===== src/rtl/state_dump_ctrl.sv =====
// ---------------------------------------------------------------------------
// state_dump_ctrl
//
// End-of-run state dump controller. Once triggered (explicit start request or
// a cycle budget after reset release) it halts the core, waits one cycle for
// the in-flight writeback to retire, then streams every register-file word
// followed by every word of the low data-memory region out on a valid/ready
// channel. Each beat is tagged with its space (0 = register, 1 = memory) and
// its index (register number or byte address). After the last beat is
// accepted the block parks in DONE with the core still halted until reset.
//
// Ports
//   clk        in   rising-edge clock
//   rst        in   asynchronous, active-low reset
//   start      in   dump request, honoured only while the core is running
//   cpu_halt   out  stalls the core while high
//   rf_raddr   out  register-file read address
//   rf_rdata   in   register-file read data, combinational
//   dm_raddr   out  data-memory byte address
//   dm_rdata   in   little-endian word at dm_raddr, one-cycle read latency
//   out_valid  out  beat available
//   out_ready  in   sink accepts the beat
//   out_space  out  0 = register beat, 1 = memory beat
//   out_index  out  register number or memory byte address of the beat
//   out_data   out  dumped word
//   busy       out  dump in progress
//   done       out  dump complete
// ---------------------------------------------------------------------------
module state_dump_ctrl #(
  parameter int  XLEN      = 32,
  parameter int  NREGS     = 32,
  parameter int  MEM_BYTES = 32,
  parameter int  TIMEOUT   = 200,
  localparam int RF_AW     = (NREGS > 1) ? $clog2(NREGS) : 1,
  localparam int MA_W      = (MEM_BYTES > 1) ? $clog2(MEM_BYTES) : 1,
  localparam int IDX_W     = (RF_AW > MA_W) ? RF_AW : MA_W
) (
  input  logic             clk,
  input  logic             rst,
  input  logic             start,
  output logic             cpu_halt,
  output logic [RF_AW-1:0] rf_raddr,
  input  logic [XLEN-1:0]  rf_rdata,
  output logic [MA_W-1:0]  dm_raddr,
  input  logic [XLEN-1:0]  dm_rdata,
  output logic             out_valid,
  input  logic             out_ready,
  output logic             out_space,
  output logic [IDX_W-1:0] out_index,
  output logic [XLEN-1:0]  out_data,
  output logic             busy,
  output logic             done
);

  localparam int               BPW       = XLEN / 8;
  localparam logic [RF_AW-1:0] LAST_IDX  = RF_AW'(NREGS - 1);
  localparam logic [MA_W-1:0]  LAST_ADDR = MA_W'(MEM_BYTES - BPW);
  localparam logic [MA_W-1:0]  ADDR_STEP = MA_W'(BPW);
  localparam logic [31:0]      CYC_TRIG  = 32'(TIMEOUT - 1);

  typedef enum logic [2:0] {
    S_RUN,
    S_HALT,
    S_RF,
    S_MEM_ISSUE,
    S_MEM_LOAD,
    S_FLUSH,
    S_DONE
  } state_e;

  state_e             state_q, state_d;
  logic [31:0]        cyc_q, cyc_d;
  logic [RF_AW-1:0]   idx_q, idx_d;
  logic [MA_W-1:0]    addr_q, addr_d;
  logic               out_valid_q, out_valid_d;
  logic               out_space_q, out_space_d;
  logic [IDX_W-1:0]   out_index_q, out_index_d;
  logic [XLEN-1:0]    out_data_q, out_data_d;

  logic               slot_free;
  logic               timeout_hit;

  // The output register can take a new beat when it is empty or its current
  // beat is being accepted this cycle.
  assign slot_free   = !out_valid_q || out_ready;
  assign timeout_hit = (TIMEOUT != 0) && (cyc_q == CYC_TRIG);

  // NOTE: every variable gets a default before the case so no path leaves a
  // value unassigned; otherwise synthesis would infer latches.
  always_comb begin
    state_d     = state_q;
    cyc_d       = cyc_q;
    idx_d       = idx_q;
    addr_d      = addr_q;
    out_valid_d = out_valid_q && !out_ready;
    out_space_d = out_space_q;
    out_index_d = out_index_q;
    out_data_d  = out_data_q;

    unique case (state_q)
      S_RUN: begin
        if (cyc_q != '1) cyc_d = cyc_q + 32'd1;
        if (start || timeout_hit) state_d = S_HALT;
      end

      // One idle cycle with the core halted lets the writeback retire.
      S_HALT: begin
        idx_d   = '0;
        state_d = S_RF;
      end

      S_RF: begin
        if (slot_free) begin
          out_valid_d = 1'b1;
          out_space_d = 1'b0;
          out_index_d = IDX_W'(idx_q);
          out_data_d  = rf_rdata;
          // Terminate on the last index rather than relying on overflow.
          if (idx_q == LAST_IDX) begin
            addr_d  = '0;
            state_d = S_MEM_ISSUE;
          end else begin
            idx_d = idx_q + RF_AW'(1);
          end
        end
      end

      // Address is already on dm_raddr; the word appears next cycle.
      S_MEM_ISSUE: state_d = S_MEM_LOAD;

      // addr_q does not move while stalled, so dm_rdata stays valid.
      S_MEM_LOAD: begin
        if (slot_free) begin
          out_valid_d = 1'b1;
          out_space_d = 1'b1;
          out_index_d = IDX_W'(addr_q);
          out_data_d  = dm_rdata;
          if (addr_q == LAST_ADDR) begin
            state_d = S_FLUSH;
          end else begin
            addr_d  = addr_q + ADDR_STEP;
            state_d = S_MEM_ISSUE;
          end
        end
      end

      S_FLUSH: begin
        if (slot_free) state_d = S_DONE;
      end

      // Sticky until reset; start is deliberately ignored here.
      S_DONE: ;

      default: state_d = S_RUN;
    endcase
  end

  // NOTE: sequential state uses non-blocking assignments so every flop
  // samples the values from before the edge, independent of block order.
  always_ff @(posedge clk or negedge rst) begin
    if (!rst) begin
      state_q     <= S_RUN;
      cyc_q       <= '0;
      idx_q       <= '0;
      addr_q      <= '0;
      out_valid_q <= 1'b0;
      out_space_q <= 1'b0;
      out_index_q <= '0;
      out_data_q  <= '0;
    end else begin
      state_q     <= state_d;
      cyc_q       <= cyc_d;
      idx_q       <= idx_d;
      addr_q      <= addr_d;
      out_valid_q <= out_valid_d;
      out_space_q <= out_space_d;
      out_index_q <= out_index_d;
      out_data_q  <= out_data_d;
    end
  end

  assign cpu_halt  = (state_q != S_RUN);
  assign busy      = (state_q != S_RUN) && (state_q != S_DONE);
  assign done      = (state_q == S_DONE);
  assign rf_raddr  = idx_q;
  assign dm_raddr  = addr_q;
  assign out_valid = out_valid_q;
  assign out_space = out_space_q;
  assign out_index = out_index_q;
  assign out_data  = out_data_q;

endmodule

===== config.mk =====
export PLATFORM = sky130hd
export DESIGN_NAME = state_dump_ctrl
export DESIGN_NICKNAME = d
export VERILOG_FILES = /design/src/rtl/state_dump_ctrl.sv
export SDC_FILE = /design/constraint.sdc
export NUM_CORES = 1
export LEC_CHECK = 0
export ABC_CLOCK_PERIOD_IN_PS = 2250
export CORE_MARGIN = 5
export CORE_UTILIZATION = 42
export CTS_BUF_LIST = sky130_fd_sc_hd__clkbuf_16
export CTS_CLUSTER_SIZE = 40
export DETAILED_ROUTE_END_ITERATION = 10
export HOLD_SLACK_MARGIN = 0.05
export PLACE_DENSITY = 0.75
export SLEW_MARGIN = 20
export SYNTH_ARGS = -nofsm -noshare
export SYNTH_HDL_FRONTEND = slang
export SYNTH_SLANG_ARGS = --single-unit

===== constraint.sdc =====
create_clock -name clk -period 2.25 [get_ports clk]
set_clock_uncertainty 0.15 [all_clocks]
set_input_delay 0.5625 -clock clk [delete_from_list [all_inputs] [get_ports clk]]
set_output_delay 0.5625 -clock clk [all_outputs]
set_load 0.02 [all_outputs]

======== After elaboration in Yosys (flattened, before gate mapping) ========
Index checks and enable logic that the tools add are counted.
Widths: inputs -> output; s select.
cells by class
  add/subtract/negate cells ............... 3
  $mul .................................... 0
  divide/modulo/power cells ............... 0
  magnitude comparators ................... 0
  equality and inequality tests ........... 18
  shifts and indexed selects .............. 0
  multiplexer cells ....................... 26
  bitwise gates (word level) .............. 1
  reductions and logical operators ........ 16
operators with widths
  kind                   count
  $mux 32                2
  $pmux 32 s2            1
  $mux 5                 8
  $add 32x1->32 const B  1
  $eq 32x8->1 const B    1
  $ne 32x32->1 const B   1
  $pmux 5 s2             3
  $pmux 3 s7             1
  $mux 3                 6
  $ne 2x2->1 const B     7
  $eq 5x5->1 const B     2
  $eq 3x3->1 const B     3
  $eq 3x2->1 const B     2
  $reduce_and 3->1       2
  $reduce_and 6->1       1
  $add 5x1->5 const B    1
  $add 5x3->5 const B    1
  $reduce_and 5->1       1
  $mux 1                 4
  $reduce_bool 2->1      2
  $eq 3x1->1 const B     1
  $logic_not 3->1        1
  $ne 3x3->1 const B     1
  $reduce_bool 3->1      1
  7 further kinds        10
word-level totals
  register bits ........................... 84
  bits in latches ......................... 0
  bits in writable memories ............... 0
  ROM bits ................................ 0
  input bits .............................. 68
  memories ................................ 0

======== Logic depth before layout (Yosys ltp) ========
Gate-level depths: netlist of run 1.
  word-level depth ........................ 4
  depth in mapped cells ................... 8
  depth with buffers taken out ............ 8

======== Least setup slack after synthesis of run 1 ========
OpenSTA, ideal clock, no wires.
  kind .................................... reg2reg
  start ................................... register idx_q[0] (netlist: rf_raddr[0])
  end ..................................... register idx_q[0] (netlist: rf_raddr[0])
  arrival ................................. 1.967 ns
  setup slack ............................. 0.009 ns
  cell stages (with the launch flop) ...... 8
  path buffers ............................ 0
  clock period less this slack ............ 2.241 ns
  cells stage by stage .................... dfrtp_1 -> ha_1 -> and3_1 -> ha_1 -> nand2b_1 -> o31a_1 -> nor2_1 -> mux2_2
between the ends
  longest elaborated chain between the ends .. 4
ends and longest elaborated chain
  element                 RTL line  text
  from (decl)             73        logic [RF_AW-1:0] idx_q, idx_d;
  from (signal assigned)  173       idx_q <= idx_d;
  $add 5x1->5             123       idx_d = idx_q + RF_AW'(1);
  $mux 5                  119       if (idx_q == LAST_IDX) begin
  $mux 5                  113       if (slot_free) begin
  $pmux 5 s2              100       unique case (state_q)
Several ways; a longest one is shown, not always the timed one. The select of a mux whose other input is x is not followed.
A chain may end at the register's enable or synchronous reset.

======== Final worst setup path of run 1 ========
Ends and elaborated chain as after synthesis.

==> impl_metrics.yaml, run 1 <==
worst_setup_path:
  required_ns: 2.32
  startpoint_type: "register"
  worstPathMaxFanout: 4
  cp-startpoint: "rf_raddr[0]"
  reg2reg_depth: 7
  crit_type: "register to register"
  worstReg2RegStart: "rf_raddr[0]"
  crit_chain: "ha_2 > and3_1 > ha_2 > nand2b_4 > o31a_1 > nor2_2 > mux2_2"
  cp_common_cell: "ha_2"
  critical_path.max_stage_delay_ns: 0.39
  slowest_stage: "dfrtp_1"
  cp_num_buf_inv: 0
  r2r_end: "rf_raddr[0]"
  arrival_ns: 2.28
  regToRegSetupSlack_ns: 0.04
  critPathTopFamily: "simple AND/OR/NAND/NOR gates"
  end_kind: "register"
logic_synthesis:
  synthCells: 442
  syn_area_per_cell_sq_um: 9.16
  synth-edff-count: 0
  synth_top_area_share_pct: 50.7
  ys_warn_count: 0
  synth_area_sq_um: 4050
  dominantRegCellSynth: "dfrtp_1"
  synth-seq-cells: 82
  synthTopCellsByArea: "dfrtp_1 51%, nand2_1 8.3%, a31oi_1 5.9%"
  synth_top_area_cell: "dfrtp_1"
  synthArstFlopShare_pct: 100
  ys_types: 43
  yosysSeqAreaShare_pct: 50.7
hold_path:
  hp-start: "cyc_q[0]"
  holdCritPathClass: "register to register"
  min_path_cells: 1
  whs_endpoint: "cyc_q[0]"
cts:
  htree_num_levels: 3
  path_clk_slew_ns: 0.06
  cts_buffer_depth: 2
  clockRootBuffer: "clkbuf_16"
  cts_tree: "done"
  cts_sinks: 82
  clk_latency_ns: 0.33
  numCtsBuffers: 9
grt:
  grt_max_degree: 38
  grt_overflow: 0
  grt_pass1_vias: 3555
  antenna_found_initial: 0
  groute.usage.overall_pct: 18.8
  grt_pass1_wl_mm: 17.4
sta:
  max_freq_mhz: 453
  maxSlewViolCount: 0
  fin_ws_ns: 0.0437
  min_period_ns: 2.21
  final_hold_viol_count: 0
  setup_viol_count_final: 0
  fin_crit_sh_pct: 98.1
  fin_hold_ws_ns: 0.341
detailed_routing:
  routed_wirelength_mm: 11.1
  vias_per_cell: 5.27
  drc_errors: 0
  ant_nets: 0
  vias: 3732
  dr.first_iter.drc_count: 178
  drt-pass1-iter-count: 5
  routedWlPerCell_um: 15.6
die:
  die_area_sq_um: 11700
  die_h_um: 108
  die_w_um: 108
  ioPinCount: 120
  rows: 35
  initial_core_util_pct: 43.4
  coreArea_sq_um: 9330
pwr:
  power.density_nw_per_um2: 1250
  swShare_pct: 40.1
  ir_drop_uv: 518
  power_mw: 7.32
  power_frac_seq_pct: 30.9
  power.share.clock_pct: 19.1
  p_leak_nw: 2.58
  p_int_mw: 4.39
  p_comb_share_pct: 50.0
  net-switching-power_mw: 2.93
layout:
  n_fill_cell: 769
  syn2layout_area_growth_pct: 44.8
  utilization_pct: 62.9
  nNetsFinal: 647
  diodes: 0
  drive_gt1_share_pct: 11.6
placed_design:
  dp_hpwl_mm: 8.15
  place_ws_ns: -0.0650
  routabilityCongestion: 0.859
  port_buffers: 117
job:
  drv_cap: 0
outcome:
  status: "complete, no violations"
==> how the worst max path moves through the flow <==
stage	depth (start not counted)	endpoint	slack, ns
floorplan	7	rf_raddr[0]	0.009
global placement	5	rf_raddr[0]	0.05
detailed placement	7	out_data[16]	-0.06
CTS	3	cpu_halt	0.004
global route	7	rf_raddr[0]	-0.01
finish	7	rf_raddr[0]	0.04
==> synth_stat cells (3+ instances only) <==
library cell and n:
nand2_1 90, buf_2 6, inv_1 10, and3_1 7, o21ai_0 4, nor3_1 17
mux2_2 3, xnor2_1 17, nand4_1 11, nor4_1 9, a31oi_1 38, dfrtp_1 82
nor2_1 55, clkbuf_1 17, nand3_1 16, a21oi_1 4, xor2_1 17, ha_1 5
==> power groups by stage <==
stage	clock network (mW)	registers (mW)	logic, mW
2_1_floorplan	0	2.70	1.55
3_3_place_gp	0	2.27	3.49
3_5_place_dp	0	2.29	3.59
4_1_cts	1.43	2.26	3.60
5_1_grt	1.49	2.33	3.94
6_report	1.40	2.26	3.66
==> sequential cells by signal, indices dropped and copies added (netlist names) <==
signal	cells
cyc_q	32
dm_raddr	3
out_data	32
out_index	5
out_space	1
out_valid	1
rf_raddr	5
state_q	3
==> metal layers <==
layer	GRT usage [%]	vias up	wire length [um]
li1	-	1784	-
met1	23.7	1778	4740
met2	31.9	151	5210
met3	3.64	19	882
met4	7.57	0	247
met5	0	-	0
==> worst reg2reg max path, stage by stage (launching register included) <==
cell,delay [ns]
dfrtp_1,0.39
ha_2,0.19
and3_1,0.18
ha_2,0.19
nand2b_4,0.14
o31a_1,0.35
nor2_2,0.17
mux2_2,0.34
==> cells by family after synthesis <==
group / synth area share (%)
AND/OR/NAND/NOR: 25.8
flip-flops: 50.7
AO/OA/AOI/OAI: 9.15
buffers and inverters: 4.08
XOR/XNOR: 7.35
adder cells (fa/ha/maj): 1.55
multiplexers: 1.33
other: 0.0926
==> repair_timing <==
action,in CTS,in global routing
resized for setup,4,10
hold buffers,1,0
endpoints found under the setup margin,4,8
pin swaps,1,3
setup buffers,0,4
endpoints found under the hold margin,20,0
==> placed cells by master, fill, tap and decap left out, types with 3 or more instances in the layout <==
| cell type | Yosys | layout |
|---|---|---|
| clkdlybuf4s50_1 | 0 | 112 |
| nand2_1 | 90 | 90 |
| dfrtp_1 | 82 | 82 |
| nor2_1 | 55 | 54 |
| a31oi_1 | 38 | 38 |
| buf_4 | 2 | 25 |
| xnor2_1 | 17 | 17 |
| xor2_1 | 17 | 17 |
| nand3_1 | 16 | 16 |
| nor3_1 | 17 | 15 |
| nand4_1 | 11 | 11 |
| inv_1 | 10 | 10 |
| nor4_1 | 9 | 9 |
| clkbuf_16 | 0 | 9 |
| and3_1 | 7 | 6 |
| inv_6 | 0 | 5 |
| buf_12 | 0 | 5 |
| o21ai_0 | 4 | 4 |
| a21oi_1 | 4 | 4 |
| nor3_2 | 2 | 3 |
| mux2_2 | 3 | 3 |
| ha_1 | 5 | 3 |
==> area by class of cell <==
type / count / area, sq um / area share, %
clock inverter: 7 / 57.6 / 0.982
clock buffer: 9 / 225 / 3.84
sequential: 82 / 2050 / 35.0
timing repair buffer: 147 / 1460 / 24.8
multi-input combinational: 323 / 1870 / 31.9
inverter: 11 / 43.8 / 0.747
tap: 129 / 161 / 2.75
==> through the flow <==
step	instance area (sq um)	std cells	TNS, ns
after floorplan	4050	443	0
after global placement	5520	687	0
after detailed placement	5520	687	-0.126
after CTS	5810	704	0
after global routing	5860	708	-0.0119
final	5860	708	0
Note: power is estimated with default switching activity, not from simulation.
==> run 2, diff against run 1 <==
- ABC_CLOCK_PERIOD_IN_PS: 2250 -> default
==> results of run 2 <==
The final DEF is identical to that of run 1; final timing and power are the same.
==> run 3, diff against run 2 <==
- CORE_UTILIZATION: 42 -> 40
- PLACE_DENSITY: 0.75 -> 0.72
==> run 3 against run 2 <==
  * Via count decreased by 1.8%
  * Worst hold slack about the same
  * Core utilization decreased by 3.9 points
  * First-iteration DRC count increased by 53%
  * Largest power group unchanged
  * Highest routed layer unchanged
  * Sequential share of layout area increased by 0.47 points
  * Power decreased by 2.6%
==> impl_metrics.yaml, run 3 (synthesis results as in run 1) <==
outcome:
  status: "complete, no violations"
placed_design:
  placed_cells: 690
  place_ws_ns: -0.0835
  dp_hpwl_mm: 7.86
  routabilityCongestion: 0.833
  port_buffers: 117
grt:
  grt_overflow: 0
  grt_max_degree: 60
  antenna_found_initial: 0
  grt_pass1_vias: 3548
  groute.usage.overall_pct: 17.7
  grt_pass1_wl_mm: 18.1
worst_setup_path:
  crit_type: "register to register"
  startpoint_type: "register"
  regToRegSetupSlack_ns: 0.08
  slowest_stage: "dfrtp_1"
  critPathTopFamily: "simple AND/OR/NAND/NOR gates"
  end_kind: "register"
  cp_num_buf_inv: 0
  crit_chain: "ha_1 > and3_1 > ha_1 > nand2b_1 > o31a_1 > nor2_2 > mux2_2"
  arrival_ns: 2.24
  required_ns: 2.32
  worstPathMaxFanout: 5
  cp_common_cell: "ha_1"
  critical_path.max_stage_delay_ns: 0.38
pwr:
  net-switching-power_mw: 2.82
  power_frac_seq_pct: 31.7
  p_int_mw: 4.31
  p_leak_nw: 2.53
  swShare_pct: 39.5
  power.share.clock_pct: 20.4
  power.density_nw_per_um2: 1230
  p_comb_share_pct: 47.8
  power_mw: 7.13
  ir_drop_uv: 733
cts:
  path_clk_slew_ns: 0.06
  numCtsBuffers: 9
  clockRootBuffer: "clkbuf_16"
  clk_latency_ns: 0.34
  cts_sinks: 82
  cts_tree: "done"
  htree_num_levels: 3
  cts_buffer_depth: 2
die:
  die_h_um: 111
  initial_core_util_pct: 41.2
  die_area_sq_um: 12200
  ioPinCount: 120
  rows: 36
  die_w_um: 111
  coreArea_sq_um: 9820
sta:
  rsz0062_at_grt: "yes"
  fin_hold_ws_ns: 0.341
  fin_crit_sh_pct: 96.4
  min_period_ns: 2.17
  maxSlewViolCount: 0
  final_hold_viol_count: 0
  fin_ws_ns: 0.0816
  max_freq_mhz: 461
  setup_viol_count_final: 0
layout:
  final_common_cell: "clkdlybuf4s50_1"
  diodes: 0
  nNetsFinal: 642
  syn2layout_area_growth_pct: 42.9
  layout_common_cells: "113 x clkdlybuf4s50_1, 90 x nand2_1, 82 x dfrtp_1"
  fin_cells: 707
  drive_gt1_share_pct: 9.76
  n_fill_cell: 864
detailed_routing:
  vias: 3665
  dr.first_iter.drc_count: 272
  vias_per_cell: 5.18
  routedWlPerCell_um: 15.2
  drc_errors: 0
  routed_wirelength_mm: 10.8
  drt-pass1-iter-count: 4
  ant_nets: 0
hold_path:
  holdCritPathClass: "register to register"
job:
  drv_cap: 0
==> run 3: cell types whose count changed in the layout (fill, tap and decap cells not counted), moves of 2 or more <==
cell    delta
buf_12     -3
buf_4      -2
ha_1       +2
ha_2       -2
inv_6      -5
==> run 3: worst paths after layout <==
path                             start            to  cells past startpoint
max                        rf_raddr[0]   rf_raddr[0]                      7
min                           cyc_q[7]      cyc_q[7]                      1
max reg2reg                rf_raddr[0]   rf_raddr[0]                      7
min reg2reg                   cyc_q[7]      cyc_q[7]                      1
max in group asynchronous          rst  out_data[29]                      3
min in group asynchronous          rst   out_data[9]                      2
==> run 3: cell type report <==
type | count | area, sq um | area share, %
sequential | 82 | 2050 | 35.5
inverter | 11 | 41.3 | 0.714
tap | 133 | 166 | 2.88
multi-input combinational | 323 | 1850 | 32.1
clock inverter | 7 | 70.1 | 1.21
clock buffer | 9 | 225 | 3.89
timing repair buffer | 142 | 1380 | 23.8
==> run 3: worst reg2reg max path, delay by kind of cell (launching register included) <==
family,cells,cell delay [ns]
adder cells (fa/ha/maj),2,0.40
AND/OR/NAND/NOR,3,0.48
multiplexers,1,0.35
flip-flops,1,0.38
AO/OA/AOI/OAI,1,0.30
==> run 3: power by group through the flow <==
| stage | Clock [mW] | Sequential [mW] | Combinational, mW |
|---|---|---|---|
| 5_1_grt | 1.55 | 2.31 | 3.75 |
| 6_report | 1.46 | 2.26 | 3.41 |
| 3_5_place_dp | 0 | 2.29 | 3.45 |
| 3_3_place_gp | 0 | 2.26 | 3.37 |
| 2_1_floorplan | 0 | 2.70 | 1.55 |
| 4_1_cts | 1.50 | 2.26 | 3.44 |
==> run 3: layer usage <==
metal	global-route usage, %	routed length (um)
met2	27.2	4940
met5	0	0
met1	24.9	5150
met3	4.98	551
met4	4.27	125
==> run 3: metrics by stage <==
stage	util (%)	setup TNS (ns)	instance area, sq um
global placement	55.8	0	5480
finish	58.9	0	5790
CTS	58.9	0	5780
floorplan	-	0	4050
global route	58.9	-0.0895	5790
detailed placement	55.8	-0.428	5480
==> run 3: what timing repair did <==
action	CTS	global route
hold endpoints to repair	24	0
pin swaps	1	0
resized for setup	4	3
hold buffers	1	0
setup buffers	0	0
endpoints found under the setup margin	3	4
